<file path="config.mk">
export PLATFORM = sky130hd
export DESIGN_NAME = pipeline_stage_4_mem
export DESIGN_NICKNAME = d
export VERILOG_FILES = /design/src/rtl/pipeline_stage_4_mem.sv
export SDC_FILE = /design/constraint.sdc
export NUM_CORES = 1
export LEC_CHECK = 0
export ABC_CLOCK_PERIOD_IN_PS = 7900
export CORE_AREA = 2 2 139 141
export CTS_CLUSTER_DIAMETER = 30
export DETAILED_ROUTE_END_ITERATION = 16
export DIE_AREA = 0 0 141 143
export PLACE_DENSITY = 0.73
export SETUP_SLACK_MARGIN = 0.3
export SYNTH_ARGS = -nofsm -noshare
export SYNTH_HDL_FRONTEND = slang
export SYNTH_SLANG_ARGS = --single-unit
</file>
<file path="constraint.sdc">
create_clock -name clk -period 7.9 [get_ports clk]
set_input_delay 1.58 -clock clk [delete_from_list [all_inputs] [get_ports clk]]
set_output_delay 1.58 -clock clk [all_outputs]
set_load 0.01 [all_outputs]
</file>
<file path="src/rtl/pipeline_stage_4_mem.sv">
// MIPS memory stage: data memory req/ack access, 32-bit I/O port, MEM/WB register.
// Stalls upstream while an external memory access is outstanding.
module pipeline_stage_4_mem (
  input  logic        clk,
  input  logic        rst,
  input  logic [3:0]  EXMEM_WB,
  input  logic [2:0]  EXMEM_M,
  input  logic [31:0] EXMEM_ALU,
  input  logic [31:0] EXMEM_WData,
  input  logic [4:0]  EXMEM_Waddr,
  input  logic [31:0] mem_rdata,
  input  logic        mem_ack,
  input  logic [31:0] io_in,
  output logic        mem_req,
  output logic        mem_we,
  output logic [31:0] mem_addr,
  output logic [31:0] mem_wdata,
  output logic [31:0] io_out,
  output logic        mem_stall,
  output logic [15:0] stall_cnt,
  output logic [3:0]  MEMWB_WB,
  output logic [31:0] MEMWB_MData,
  output logic [31:0] MEMWB_IO,
  output logic [31:0] MEMWB_ALU,
  output logic [4:0]  MEMWB_Waddr
);

  typedef enum logic {IDLE, WAIT} state_t;
  state_t state;

  logic mem_access;
  logic done;
  logic mem_rd;
  logic io_wr;
  logic io_rd;

  assign mem_access = ~EXMEM_M[2] & (EXMEM_M[1] | EXMEM_M[0]);
  // Gated by rst so an abandoned request drops while reset is held
  assign mem_req    = ~rst & ((state == WAIT) | mem_access);
  assign mem_we     = mem_req & EXMEM_M[0];
  assign mem_addr   = EXMEM_ALU;
  assign mem_wdata  = EXMEM_WData;
  assign mem_stall  = mem_req & ~mem_ack;
  assign done       = mem_req & mem_ack;
  // Read+write together is a write; read data is discarded
  assign mem_rd     = done & EXMEM_M[1] & ~EXMEM_M[0];
  assign io_wr      = EXMEM_M[2] & EXMEM_M[0];
  assign io_rd      = EXMEM_M[2] & EXMEM_M[1] & ~EXMEM_M[0];

  always_ff @(posedge clk or posedge rst) begin
    if (rst) begin
      state <= IDLE;
    end else begin
      unique case (state)
        IDLE: if (mem_access & ~mem_ack) state <= WAIT;
        WAIT: if (mem_ack) state <= IDLE;
        default: state <= IDLE;
      endcase
    end
  end

  always_ff @(posedge clk or posedge rst) begin
    if (rst) begin
      io_out <= '0;
    end else if (io_wr) begin
      io_out <= EXMEM_WData;
    end
  end

  always_ff @(posedge clk or posedge rst) begin
    if (rst) begin
      stall_cnt <= '0;
    end else if (mem_stall && stall_cnt != 16'hFFFF) begin
      stall_cnt <= stall_cnt + 16'd1;
    end
  end

  // A stalled cycle inserts a bubble so write-back never sees the op twice
  always_ff @(posedge clk or posedge rst) begin
    if (rst) begin
      MEMWB_WB    <= '0;
      MEMWB_MData <= '0;
      MEMWB_IO    <= '0;
      MEMWB_ALU   <= '0;
      MEMWB_Waddr <= '0;
    end else if (mem_stall) begin
      MEMWB_WB    <= '0;
    end else begin
      MEMWB_WB    <= EXMEM_WB;
      MEMWB_ALU   <= EXMEM_ALU;
      MEMWB_Waddr <= EXMEM_Waddr;
      MEMWB_MData <= mem_rd ? mem_rdata : 32'd0;
      MEMWB_IO    <= io_rd ? io_in : 32'd0;
    end
  end

endmodule

</file>
==> impl_metrics.json <==
{
  "status": "complete, no violations",
  "grt_pass1_wl_um": 26980,
  "p_leak_nw": 4.303,
  "min_from": "MEMWB_IO[27]$_DFFE_PP0N_",
  "ctsHoldBuffers": 0,
  "drtPass1Iterations": 4,
  "yosys.area_share.adder_pct": 0.1963,
  "end_kind": "primary output",
  "multiInputGateArea_um2": 1919,
  "r2r_slack_ps": 5540,
  "die_y_um": 143,
  "finalSetupTns_ps": 0,
  "syn-num-nets": 654,
  "async_flop_share_pct": 100.0,
  "final_nets": 952,
  "path_clk_slew_ps": 60,
  "clk_path_buf_depth": 2,
  "period_share_pct": 66.74,
  "min_period_ps": 5272,
  "cp.required_ps": 6320,
  "hold_viol_final": 0,
  "die-area_um2": 20160,
  "num_rows": 50,
  "setup.worst_path.start_class": "input pin",
  "cts_resized": 0,
  "num_antenna_cells": 0,
  "synth-edff-count": 0,
  "crit_start": "rst",
  "start_util_pct": 34.30,
  "maxSlewHeadroom_pct": 30.22,
  "gr-total-overflow": 0,
  "fin_skew_ps": 11.14,
  "syn_avg_cell_area_um2": 12.50,
  "grt_max_degree": 98,
  "ys_ff_latch": 154,
  "clkLatencyLatePin_ps": 420,
  "place_hpwl_um": 13320,
  "p_per_area_nw_per_um2": 204.8,
  "r2r_start": "state$_DFF_PP0_",
  "postRouteAntennaNets": 0,
  "ys.flop_type": "dfrtp_1",
  "cpMaxStageDelayCell": "clkdlybuf4s50_1",
  "hold_path.class": "register to register",
  "drc_errors": 0,
  "synth.mux.area_fraction_pct": 12.88,
  "chipWidth_um": 141,
  "cts_tree": "built",
  "grt_pass1_vias": 4931,
  "report.final.slew_viol_count": 0,
  "hold_end": "MEMWB_IO[27]$_DFFE_PP0N_",
  "drive_gt1_share_pct": 14.02,
  "synth_compound_area_share_pct": 7.793,
  "worstRegToRegCells": 6,
  "synthSimpleGateAreaFrac_pct": 7.597,
  "fillerInstances": 1567,
  "synthCells": 510,
  "via_per_inst": 4.573,
  "antenna_found_initial": 0,
  "rr_endpoint": "stall_cnt[12]$_DFFE_PP0P_",
  "vdd_drop_max_v": 0.0001361,
  "cts_setup_buffers": 0,
  "drv_cap": 0,
  "cts_made_buffers": 17,
  "utilization_pct": 55.73,
  "seq_area_um2": 3854,
  "gp_congestion": 0.7604,
  "crit_chain": "clkdlybuf4s50_1 > inv_6 > o211ai_4 > buf_4 > clkinv_2 > clkdlybuf4s50_1",
  "synth_cell_types": 32,
  "worst_pin_slew_ps": 1047,
  "min_path_cells": 2,
  "post_synth_xor_area_fraction_pct": 1.649,
  "syn-cell-area_um2": 6374,
  "io_pins": 363,
  "synth_warnings": 0,
  "path_common_cell": "clkdlybuf4s50_1",
  "areaGrowthSynthToFinish_pct": 62.47,
  "core_um2": 18580,
  "cp_max_fo": 73,
  "track_usage_pct": 17.52,
  "cp_slowest_stage_delay_ps": 550,
  "synth_top_family_by_area": "multiplexers",
  "crit_arrival_ps": 3690,
  "cts-root-buf": "clkbuf_16",
  "seq_area_frac_synth_pct": 60.46,
  "vias": 4820,
  "worstSetupPathType": "input pin to primary output",
  "timing.fmax_ghz": 0.1897,
  "drtIter0Drc": 141,
  "setup_viol": 0,
  "detail_route.wirelength_um": 17950,
  "wl_per_cell_um": 17.03,
  "cts.sinks": 154,
  "port_buffers": 362,
  "rsz0062_at_grt": "no",
  "htreeDepth": 4
}
-- metrics by stage --
| stage | instances | worst slack (ps) | hold slack, ps | area [um2] | total power, mW |
|---|---|---|---|---|---|
| final | 1054 | 2628 | 476.8 | 10350 | 2.121 |
| after global placement | 1023 | 2504 | 460.1 | 9752 | 1.303 |
| after CTS | 1054 | 2498 | 482.9 | 10350 | 2.152 |
| after floorplan | 510 | 363.7 | 513.9 | 6374 | 1.061 |
| after detailed placement | 1023 | 2494 | 469.9 | 9752 | 1.310 |
| after global routing | 1054 | 2416 | 503.8 | 10350 | 2.209 |
-- kinds of logic after synthesis --
logic type,Yosys count
AND/OR/NAND/NOR,108
AO/OA/AOI/OAI,70
flip-flops,154
buffers and inverters,92
XOR/XNOR,12
multiplexers,73
adder cells (fa/ha/maj),1
-- cells in the mapped netlist (4+ instances only) --
master    instances  area [um2]
o21ai_0          24       120.1
xnor2_1           9       78.83
mux2_2           72       810.8
o21ai_1          10       50.05
nor2_1            8       30.03
clkbuf_1         10       37.54
dfrtp_1         154        3854
buf_2            12       60.06
buf_4            64       480.5
and2_1            6       37.54
a22o_1           32       280.3
nand2_1          75       281.5
nand3_1           6       30.03
nand4_1           4       25.02
-- layout make-up --
class	count	share of cell area, %
inverters	3	0.1692
repair buffers	368	35.43
well taps	234	2.827
clock buffers	21	4.447
multi-input cells	264	18.54
flip-flops and latches	154	37.22
clock inverters	10	1.377
-- state kept, by name, summed over array words and instances (netlist names) --
register and flops:
state 1, MEMWB_ALU 32, MEMWB_Waddr 5, MEMWB_WB 4, io_out 32, stall_cnt 16
MEMWB_IO 32, MEMWB_MData 32
-- where the power goes --
group          internal (mW)  switching, mW  total (mW)
sequential             0.850         0.0419       0.892
combinational          0.244          0.155       0.399
clock                  0.514          0.316       0.830
total                   1.61          0.513        2.12
-- cells in the final DEF (no fill, tap or decap), drive strengths merged, types with 4 or more instances in the layout --
cell type        n
a22o            32
and2             6
buf              6
clkbuf          21
clkdlybuf4s50  362
clkinv           6
dfrtp          154
mux2            72
nand2           75
nand3            6
nand4            4
nor2             8
o21ai           34
xnor2            9
-- routing by layer --
layer | track usage [%] | share of wire, % | routed length, um
met2 | 30.65 | 51 | 9225
met3 | 5.902 | 7.5 | 1340
met5 | 0 | 0 | 0
met1 | 20.14 | 39 | 7010
met4 | 6.158 | 2.1 | 370
-- how the worst max path moves through the flow --
stage,end,slack (ps),cells past startpoint
4_1_cts,mem_stall,2500,6
3_5_place_dp,mem_stall,2490,6
5_1_grt,mem_stall,2420,6
6_report,mem_stall,2630,6
3_3_place_gp,mem_stall,2500,6
2_1_floorplan,mem_stall,360,5
-- worst max-delay path, delay by kind of cell --
kind | cells | cell delay, ps
compound gates | 1 | 170
buf+inv | 5 | 1920
No activity file was read; power rests on OpenSTA's default activity.
